### src/rtl/dm_bus_arbiter_if.sv
// Bundle of signals between the bus arbiter, its two masters and the shared slave.
//   m0_* / m1_* : request (req, addr, we, be, wdata) and response (gnt, rvalid, rdata, err)
//   s_*         : shared slave access (req, addr, we, be, wdata out; rdata, ready in)
//   busy        : arbiter is not idle
// Modport slave is the arbiter's view. Modport master is the view of the environment
// (masters plus slave).
interface dm_bus_arbiter_if;
   localparam int unsigned AW = 32;
   localparam int unsigned DW = 32;
   localparam int unsigned BW = 4;

   logic          m0_req;
   logic [AW-1:0] m0_addr;
   logic          m0_we;
   logic [BW-1:0] m0_be;
   logic [DW-1:0] m0_wdata;
   logic          m0_gnt;
   logic          m0_rvalid;
   logic [DW-1:0] m0_rdata;
   logic          m0_err;

   logic          m1_req;
   logic [AW-1:0] m1_addr;
   logic          m1_we;
   logic [BW-1:0] m1_be;
   logic [DW-1:0] m1_wdata;
   logic          m1_gnt;
   logic          m1_rvalid;
   logic [DW-1:0] m1_rdata;
   logic          m1_err;

   logic          s_req;
   logic [AW-1:0] s_addr;
   logic          s_we;
   logic [BW-1:0] s_be;
   logic [DW-1:0] s_wdata;
   logic [DW-1:0] s_rdata;
   logic          s_ready;

   logic          busy;

   modport slave (
      input  m0_req, m0_addr, m0_we, m0_be, m0_wdata,
      output m0_gnt, m0_rvalid, m0_rdata, m0_err,
      input  m1_req, m1_addr, m1_we, m1_be, m1_wdata,
      output m1_gnt, m1_rvalid, m1_rdata, m1_err,
      output s_req, s_addr, s_we, s_be, s_wdata,
      input  s_rdata, s_ready,
      output busy
   );

   modport master (
      output m0_req, m0_addr, m0_we, m0_be, m0_wdata,
      input  m0_gnt, m0_rvalid, m0_rdata, m0_err,
      output m1_req, m1_addr, m1_we, m1_be, m1_wdata,
      input  m1_gnt, m1_rvalid, m1_rdata, m1_err,
      input  s_req, s_addr, s_we, s_be, s_wdata,
      output s_rdata, s_ready,
      input  busy
   );
endinterface

### src/rtl/dm_bus_arbiter.sv
// Two-master, single-slave arbiter for the data-memory / peripheral bus.
// Grants one transaction at a time and drives the slave from registered copies of
// the request. It then returns the read data, or a timeout error, to the owner.
//   clk   : rising-edge clock
//   reset : synchronous active-high reset
//   bus   : dm_bus_arbiter_if.slave (master requests/responses, slave bus, busy)
// mX_gnt is combinational in IDLE. All other outputs are registered.
module dm_bus_arbiter #(
   parameter int unsigned TIMEOUT    = 16,
   parameter bit          FIXED_PRIO = 1'b0
) (
   input logic             clk,
   input logic             reset,
   dm_bus_arbiter_if.slave bus
);
   localparam int unsigned AW = 32;
   localparam int unsigned DW = 32;
   localparam int unsigned BW = 4;
   localparam int unsigned CW = 8;

   typedef enum logic [1:0] {IDLE, BUSY, RESP} state_t;

   state_t                 state_q, state_d;
   logic                   owner_q, owner_d;
   logic                   last_grant_q, last_grant_d;
   logic [CW-1:0]          cnt_q, cnt_d;
   logic                   s_req_q, s_req_d;
   logic [AW-1:0]          s_addr_q, s_addr_d;
   logic                   s_we_q, s_we_d;
   logic [BW-1:0]          s_be_q, s_be_d;
   logic [DW-1:0]          s_wdata_q, s_wdata_d;
   logic [1:0]             rvalid_q, rvalid_d;
   logic [1:0][DW-1:0]     rdata_q, rdata_d;
   logic [1:0]             err_q, err_d;
   logic                   busy_q, busy_d;
   logic [1:0]             gnt_c;
   logic                   req_any;
   logic                   winner;

   // Arbitration: a tie goes to m0 under fixed priority, otherwise to the master not served last.
   always_comb begin
      req_any = bus.m0_req | bus.m1_req;
      if (bus.m0_req && bus.m1_req) begin
         winner = FIXED_PRIO ? 1'b0 : ~last_grant_q;
      end else begin
         winner = bus.m1_req;
      end
   end

   // State and output registers.
   always_ff @(posedge clk) begin
      if (reset) begin
         state_q      <= IDLE;
         owner_q      <= 1'b0;
         last_grant_q <= 1'b1;
         cnt_q        <= '0;
         s_req_q      <= 1'b0;
         s_addr_q     <= '0;
         s_we_q       <= 1'b0;
         s_be_q       <= '0;
         s_wdata_q    <= '0;
         rvalid_q     <= '0;
         rdata_q      <= '0;
         err_q        <= '0;
         busy_q       <= 1'b0;
      end else begin
         state_q      <= state_d;
         owner_q      <= owner_d;
         last_grant_q <= last_grant_d;
         cnt_q        <= cnt_d;
         s_req_q      <= s_req_d;
         s_addr_q     <= s_addr_d;
         s_we_q       <= s_we_d;
         s_be_q       <= s_be_d;
         s_wdata_q    <= s_wdata_d;
         rvalid_q     <= rvalid_d;
         rdata_q      <= rdata_d;
         err_q        <= err_d;
         busy_q       <= busy_d;
      end
   end

   // Next state, grant and registered-output next values.
   always_comb begin
      state_d      = state_q;
      owner_d      = owner_q;
      last_grant_d = last_grant_q;
      cnt_d        = cnt_q;
      s_req_d      = 1'b0;
      s_addr_d     = s_addr_q;
      s_we_d       = s_we_q;
      s_be_d       = s_be_q;
      s_wdata_d    = s_wdata_q;
      rvalid_d     = '0;
      rdata_d      = rdata_q;
      err_d        = err_q;
      gnt_c        = '0;

      case (state_q)
         IDLE: begin
            if (req_any) begin
               gnt_c[winner] = 1'b1;
               s_addr_d      = winner ? bus.m1_addr  : bus.m0_addr;
               s_we_d        = winner ? bus.m1_we    : bus.m0_we;
               s_be_d        = winner ? bus.m1_be    : bus.m0_be;
               s_wdata_d     = winner ? bus.m1_wdata : bus.m0_wdata;
               owner_d       = winner;
               last_grant_d  = winner;
               cnt_d         = '0;
               s_req_d       = 1'b1;
               state_d       = BUSY;
            end
         end
         BUSY: begin
            s_req_d = 1'b1;
            // A ready in the threshold cycle wins over the timeout.
            if (bus.s_ready) begin
               rdata_d[owner_q]  = s_we_q ? '0 : bus.s_rdata;
               err_d[owner_q]    = 1'b0;
               rvalid_d[owner_q] = 1'b1;
               s_req_d           = 1'b0;
               state_d           = RESP;
            end else if (cnt_q == CW'(TIMEOUT - 1)) begin
               rdata_d[owner_q]  = '0;
               err_d[owner_q]    = 1'b1;
               rvalid_d[owner_q] = 1'b1;
               s_req_d           = 1'b0;
               state_d           = RESP;
            end else begin
               cnt_d = cnt_q + CW'(1);
            end
         end
         RESP: begin
            state_d = IDLE;
         end
         default: begin
            state_d = IDLE;
         end
      endcase

      busy_d = (state_d != IDLE);
   end

   assign bus.m0_gnt    = gnt_c[0];
   assign bus.m1_gnt    = gnt_c[1];
   assign bus.m0_rvalid = rvalid_q[0];
   assign bus.m1_rvalid = rvalid_q[1];
   assign bus.m0_rdata  = rdata_q[0];
   assign bus.m1_rdata  = rdata_q[1];
   assign bus.m0_err    = err_q[0];
   assign bus.m1_err    = err_q[1];
   assign bus.s_req     = s_req_q;
   assign bus.s_addr    = s_addr_q;
   assign bus.s_we      = s_we_q;
   assign bus.s_be      = s_be_q;
   assign bus.s_wdata   = s_wdata_q;
   assign bus.busy      = busy_q;
endmodule

### src/flat_wrapper.sv
// flat-port wrapper written by rule: the top's interface ports become plain ports
module dm_bus_arbiter_flat 
#(
   parameter int unsigned TIMEOUT    = 16,
   parameter bit          FIXED_PRIO = 1'b0
)
  (clk, reset, bus_m0_req, bus_m0_addr, bus_m0_we, bus_m0_be, bus_m0_wdata, bus_m0_gnt, bus_m0_rvalid, bus_m0_rdata, bus_m0_err, bus_m1_req, bus_m1_addr, bus_m1_we, bus_m1_be, bus_m1_wdata, bus_m1_gnt, bus_m1_rvalid, bus_m1_rdata, bus_m1_err, bus_s_req, bus_s_addr, bus_s_we, bus_s_be, bus_s_wdata, bus_s_rdata, bus_s_ready, bus_busy);
  dm_bus_arbiter_if bus_i ();
  input logic clk;
  input logic reset;
  input wire logic [$bits(bus_i.m0_req)-1:0] bus_m0_req;
  input wire logic [$bits(bus_i.m0_addr)-1:0] bus_m0_addr;
  input wire logic [$bits(bus_i.m0_we)-1:0] bus_m0_we;
  input wire logic [$bits(bus_i.m0_be)-1:0] bus_m0_be;
  input wire logic [$bits(bus_i.m0_wdata)-1:0] bus_m0_wdata;
  output wire logic [$bits(bus_i.m0_gnt)-1:0] bus_m0_gnt;
  output wire logic [$bits(bus_i.m0_rvalid)-1:0] bus_m0_rvalid;
  output wire logic [$bits(bus_i.m0_rdata)-1:0] bus_m0_rdata;
  output wire logic [$bits(bus_i.m0_err)-1:0] bus_m0_err;
  input wire logic [$bits(bus_i.m1_req)-1:0] bus_m1_req;
  input wire logic [$bits(bus_i.m1_addr)-1:0] bus_m1_addr;
  input wire logic [$bits(bus_i.m1_we)-1:0] bus_m1_we;
  input wire logic [$bits(bus_i.m1_be)-1:0] bus_m1_be;
  input wire logic [$bits(bus_i.m1_wdata)-1:0] bus_m1_wdata;
  output wire logic [$bits(bus_i.m1_gnt)-1:0] bus_m1_gnt;
  output wire logic [$bits(bus_i.m1_rvalid)-1:0] bus_m1_rvalid;
  output wire logic [$bits(bus_i.m1_rdata)-1:0] bus_m1_rdata;
  output wire logic [$bits(bus_i.m1_err)-1:0] bus_m1_err;
  output wire logic [$bits(bus_i.s_req)-1:0] bus_s_req;
  output wire logic [$bits(bus_i.s_addr)-1:0] bus_s_addr;
  output wire logic [$bits(bus_i.s_we)-1:0] bus_s_we;
  output wire logic [$bits(bus_i.s_be)-1:0] bus_s_be;
  output wire logic [$bits(bus_i.s_wdata)-1:0] bus_s_wdata;
  input wire logic [$bits(bus_i.s_rdata)-1:0] bus_s_rdata;
  input wire logic [$bits(bus_i.s_ready)-1:0] bus_s_ready;
  output wire logic [$bits(bus_i.busy)-1:0] bus_busy;
  assign bus_i.m0_req = bus_m0_req;
  assign bus_i.m0_addr = bus_m0_addr;
  assign bus_i.m0_we = bus_m0_we;
  assign bus_i.m0_be = bus_m0_be;
  assign bus_i.m0_wdata = bus_m0_wdata;
  assign bus_m0_gnt = bus_i.m0_gnt;
  assign bus_m0_rvalid = bus_i.m0_rvalid;
  assign bus_m0_rdata = bus_i.m0_rdata;
  assign bus_m0_err = bus_i.m0_err;
  assign bus_i.m1_req = bus_m1_req;
  assign bus_i.m1_addr = bus_m1_addr;
  assign bus_i.m1_we = bus_m1_we;
  assign bus_i.m1_be = bus_m1_be;
  assign bus_i.m1_wdata = bus_m1_wdata;
  assign bus_m1_gnt = bus_i.m1_gnt;
  assign bus_m1_rvalid = bus_i.m1_rvalid;
  assign bus_m1_rdata = bus_i.m1_rdata;
  assign bus_m1_err = bus_i.m1_err;
  assign bus_s_req = bus_i.s_req;
  assign bus_s_addr = bus_i.s_addr;
  assign bus_s_we = bus_i.s_we;
  assign bus_s_be = bus_i.s_be;
  assign bus_s_wdata = bus_i.s_wdata;
  assign bus_i.s_rdata = bus_s_rdata;
  assign bus_i.s_ready = bus_s_ready;
  assign bus_busy = bus_i.busy;
  dm_bus_arbiter #(.TIMEOUT(TIMEOUT), .FIXED_PRIO(FIXED_PRIO)) u_core (.clk(clk), .reset(reset), .bus(bus_i));
endmodule
### config.mk
export PLATFORM = sky130hd
export DESIGN_NAME = dm_bus_arbiter_flat
export DESIGN_NICKNAME = d
export VERILOG_FILES = /design/src/rtl/dm_bus_arbiter_if.sv /design/src/rtl/dm_bus_arbiter.sv /design/src/flat_wrapper.sv
export SDC_FILE = /design/constraint.sdc
export NUM_CORES = 1
export LEC_CHECK = 0
export ABC_AREA = 1
export BUFFER_PORTS_ARGS = -buffer_cell sky130_fd_sc_hd__buf_2
export CAP_MARGIN = 20
export CORE_MARGIN = 8
export CORE_UTILIZATION = 40
export CTS_CLUSTER_SIZE = 24
export DETAILED_ROUTE_END_ITERATION = 8
export GPL_TIMING_DRIVEN = 0
export HOLD_SLACK_MARGIN = 0.12
export PLACE_DENSITY = 0.71
export SYNTH_ARGS = -nofsm -noshare
export SYNTH_HDL_FRONTEND = slang
export SYNTH_SLANG_ARGS = --single-unit
### constraint.sdc
create_clock -name clk -period 2.1 [get_ports clk]
set_input_delay 0.525 -clock clk [delete_from_list [all_inputs] [get_ports clk]]
set_output_delay 0.525 -clock clk [all_outputs]
set_load 0.03 [all_outputs]
==> flow_summary_export.csv <==
group,metric,value,unit
status,status,"complete, no violations",
clock_network,cts_tree,"built",
synth,synth_area_per_cell,7.13,um2
synth,synth_top_flop_cell,"dfxtp_1",
place,dp.final_hpwl,19700,um
routing,firstDrtPassIters,5,
clock_network,cts_sinks,151,
global_routing,grt.total_usage,24.1,%
power_and_ir_drop,ir_worst_vdd,0.643,mV
synth,synthMuxAreaShare,0,%
floorplanning,initial_utilization,41.0,%
worst_setup_path,crit_required,1570,ps
synth,synth_compound_area_share,15.1,%
synth,synth.most_common_cell,"nand2_1",
global_routing,antenna_found_initial,3,
synth,synth_nets,1089,
hold_path,hp-class,"in2reg",
synth,syn_inst,913,
power_and_ir_drop,p_leak,4.15,nW
timing,skew,9.05,ps
routing,drt_wl_total,25200,um
synth,synth_edf_count,0,
floorplanning,boundaryPins,316,
worst_setup_path,slowest_stage,"dfxtp_2",
timing,hold_viol,0,
global_routing,grt_pass1_vias,7347,
finish,utilization,56.8,%
timing,rsz0062_at_grt,"true",
routing,drc_errors,0,
routing,avgRoutedWirePerCell,17.0,um
synth,synth.distinct_cells,21,
synth,synth_top_cell_area_share,46.5,%
synth,synth_xor_area_share,0,%
timing,drv_slew,0,
worst_setup_path,worst_ep_arrival_time,1510,ps
synth,synth_top_cell_by_area,"dfxtp_1",
timing,finalSetupViolations,0,
global_routing,grt_pass1_wl,38900,um
place,routabilityCongestion,0.888,
synth,synth_common_cells,"nand2_1, dfxtp_1, nor2_1, a21oi_1, a31oi_1",
clock_network,htree_num_levels,4,
worst_setup_path,path_class,"reg2out",
floorplanning,die_h,144,um
synth,post_synth_instance_area,0.00651,mm2
synth,synthSimpleGateAreaFrac,31.1,%
floorplanning,core_area,0.0159,mm2
synth,synth_top_family_by_area,"simple AND/OR/NAND/NOR gates",
worst_setup_path,start_kind,"flop",
finish,drive_gt1_share,30.9,%
finish,nFillCells,1590,
global_routing,grt_max_degree,17,
worst_setup_path,endpoint_kind,"output pin",
routing,first_iter_violations,415,
synth,synth_fa_ha_area_share,0.192,%
timing,tightest_slew,616,ps
floorplanning,fp.dieW,144,um
worst_setup_path,cp_top_family,"buffers and inverters",
finish,final_nets,1427,
clock_network,clkLatencyLatePin,430,ps
routing,viasPerCell,5.09,
clock_network,clockBufferDepth,2,
power_and_ir_drop,cellPowerDensity,877,mW/mm2
routing,num_vias,7529,
timing,finalCritPeriodShare,96.9,%
worst_setup_path,crit_top_cell,"nor2_4",
timing,period_minus_slack,2030,ps
synth,yosys_register_bits,151,
place,portBuffers,314,
synth,synth.area.top_cells,"dfxtp_1, nand2_1, a31oi_1",
finish,n_antenna_cell,0,
synth,async_flop_share,0,%
clock_network,clkTransAtPathRegs,60,ps
run,cap_viol_max_count,0,
worst_setup_path,cp_max_fo,7,
floorplanning,rows,46,
clock_network,numCtsBuffers,17,
worst_setup_path,crit_chain,"nor2_4 -> inv_2 -> nor2_4 -> inv_2 -> nor2_4 -> buf_6 -> buf_6",
routing,ant_nets,0,
global_routing,grt_overflow,0,
synth,ys_warn_count,0,
worst_setup_path,cpPeakStageDelay,350,ps
timing,slew_headroom,58.9,%
finish,area_delta_synth_final,38.7,%
floorplanning,die-area,0.0206,mm2
timing,fin_tns_setup,0,ps
clock_network,clockRootBuffer,"clkbuf_16",
worst_setup_path,worstPathBufferInverterCount,4,
timing,fmax,0.492,GHz
synth,ys_seq_area_share,46.5,%
-- cell usage in the layout, fill, tap and decap left out --
cell type     n
o21bai_1      1
bufinv_16     4
dfxtp_2       1
clkbuf_16    17
buf_4        12
o21ai_0      30
nand2_1     312
nor2_4        5
a21oi_1      77
nand3_1      13
o21ai_2       1
buf_1         1
nand4_1      66
ha_1          1
clkinv_2      3
nor3b_1       1
nor2_1       82
a31oi_1      69
clkbuf_8      2
inv_2         2
nor3_1        2
buf_2       333
buf_6         7
clkinvlp_4    2
dfxtp_1     150
clkbuf_1     47
nor2_2        1
inv_1        20
-- metal layers --
| layer | part of all wire [%] | vias to the layer above | GRT usage, % |
|---|---|---|---|
| met5 | 0.14 | - | 0 |
| met4 | 2.2 | 6 | 8.52 |
| met3 | 9.0 | 38 | 7.63 |
| met2 | 48 | 320 | 40.4 |
| met1 | 41 | 3411 | 28.5 |
| li1 | - | 3754 | - |
-- worst min-delay path, stage by stage --
cell	delay (ps)
buf_2	90
nand2_1	50
a31oi_1	60
-- state kept, by name (all words and copies together), names as in the netlist, named ones only --
signal,count
u_core.bus.m1_rdata,32
u_core.bus.s_wdata,32
u_core.bus.busy,1
u_core.rvalid_q,2
u_core.bus.s_addr,32
u_core.bus.s_we,1
u_core.bus.m0_rdata,32
u_core.cnt_q,8
u_core.owner_q,1
u_core.bus.s_be,4
u_core.bus.s_req,1
u_core.state_q,2
u_core.last_grant_q,1
-- cells by family after synthesis --
| family | Yosys count |
|---|---|
| and+or+nand+nor | 482 |
| buffers and inverters | 101 |
| adders and majority gates | 1 |
| AOI/OAI and AO/OA | 178 |
| DFF | 151 |
-- where the power goes --
part / internal (W) / total (W) / switching [W]
combinational: 0.000496 / 0.00158 / 0.00108
sequential: 0.00304 / 0.00314 / 0.0000919
clock: 0.00203 / 0.00320 / 0.00117
total: 0.00557 / 0.00792 / 0.00235
-- path summary, 6_finish.rpt --
kind	from	endpoint	slack, ps	depth (start not counted)
max reg2reg	u_core.cnt_q[1]$_SDFFE_PP0P_	u_core.bus.m0_rdata[13]$_SDFFE_PP0P_	230	7
min	bus_m0_wdata[21]	u_core.bus.s_wdata[21]$_SDFFE_PP0P_	360	3
min reg2reg	flop	flop	450	2
max	u_core.state_q[1]$_SDFF_PP0_	bus_m0_gnt	70	7
-- metrics by stage --
stage	area (um2)	setup slack, ps	hold WS [ps]	std cells	power, W
after floorplan	6510	412	429	913	0.00415
after global placement	8350	-83.1	436	1443	0.00473
after detailed placement	8350	-127	441	1443	0.00474
after CTS	9000	-23.7	346	1475	0.00794
after global routing	9030	-1.28	354	1478	0.00825
final	9030	65.8	355	1478	0.00792
-- timing repair --
item	CTS	global route
hold endpoints to repair	0	0
pin swaps	3	2
hold buffers	0	0
endpoints found under the setup margin	2	1
buffers inserted	2	3
resized for setup	10	1
-- cell type report --
cell class | count | area, um2 | share of cell area (%)
Clock inverter | 9 | 150 | 1.66
Timing Repair Buffer | 319 | 1620 | 17.9
Multi-Input combinational cell | 661 | 3030 | 33.6
Tap cell | 216 | 270 | 2.99
Buffer | 79 | 393 | 4.35
Sequential cell | 151 | 3020 | 33.5
Inverter | 22 | 82.6 | 0.915
Clock buffer | 21 | 460 | 5.10
(Power assumes the default switching activity.)
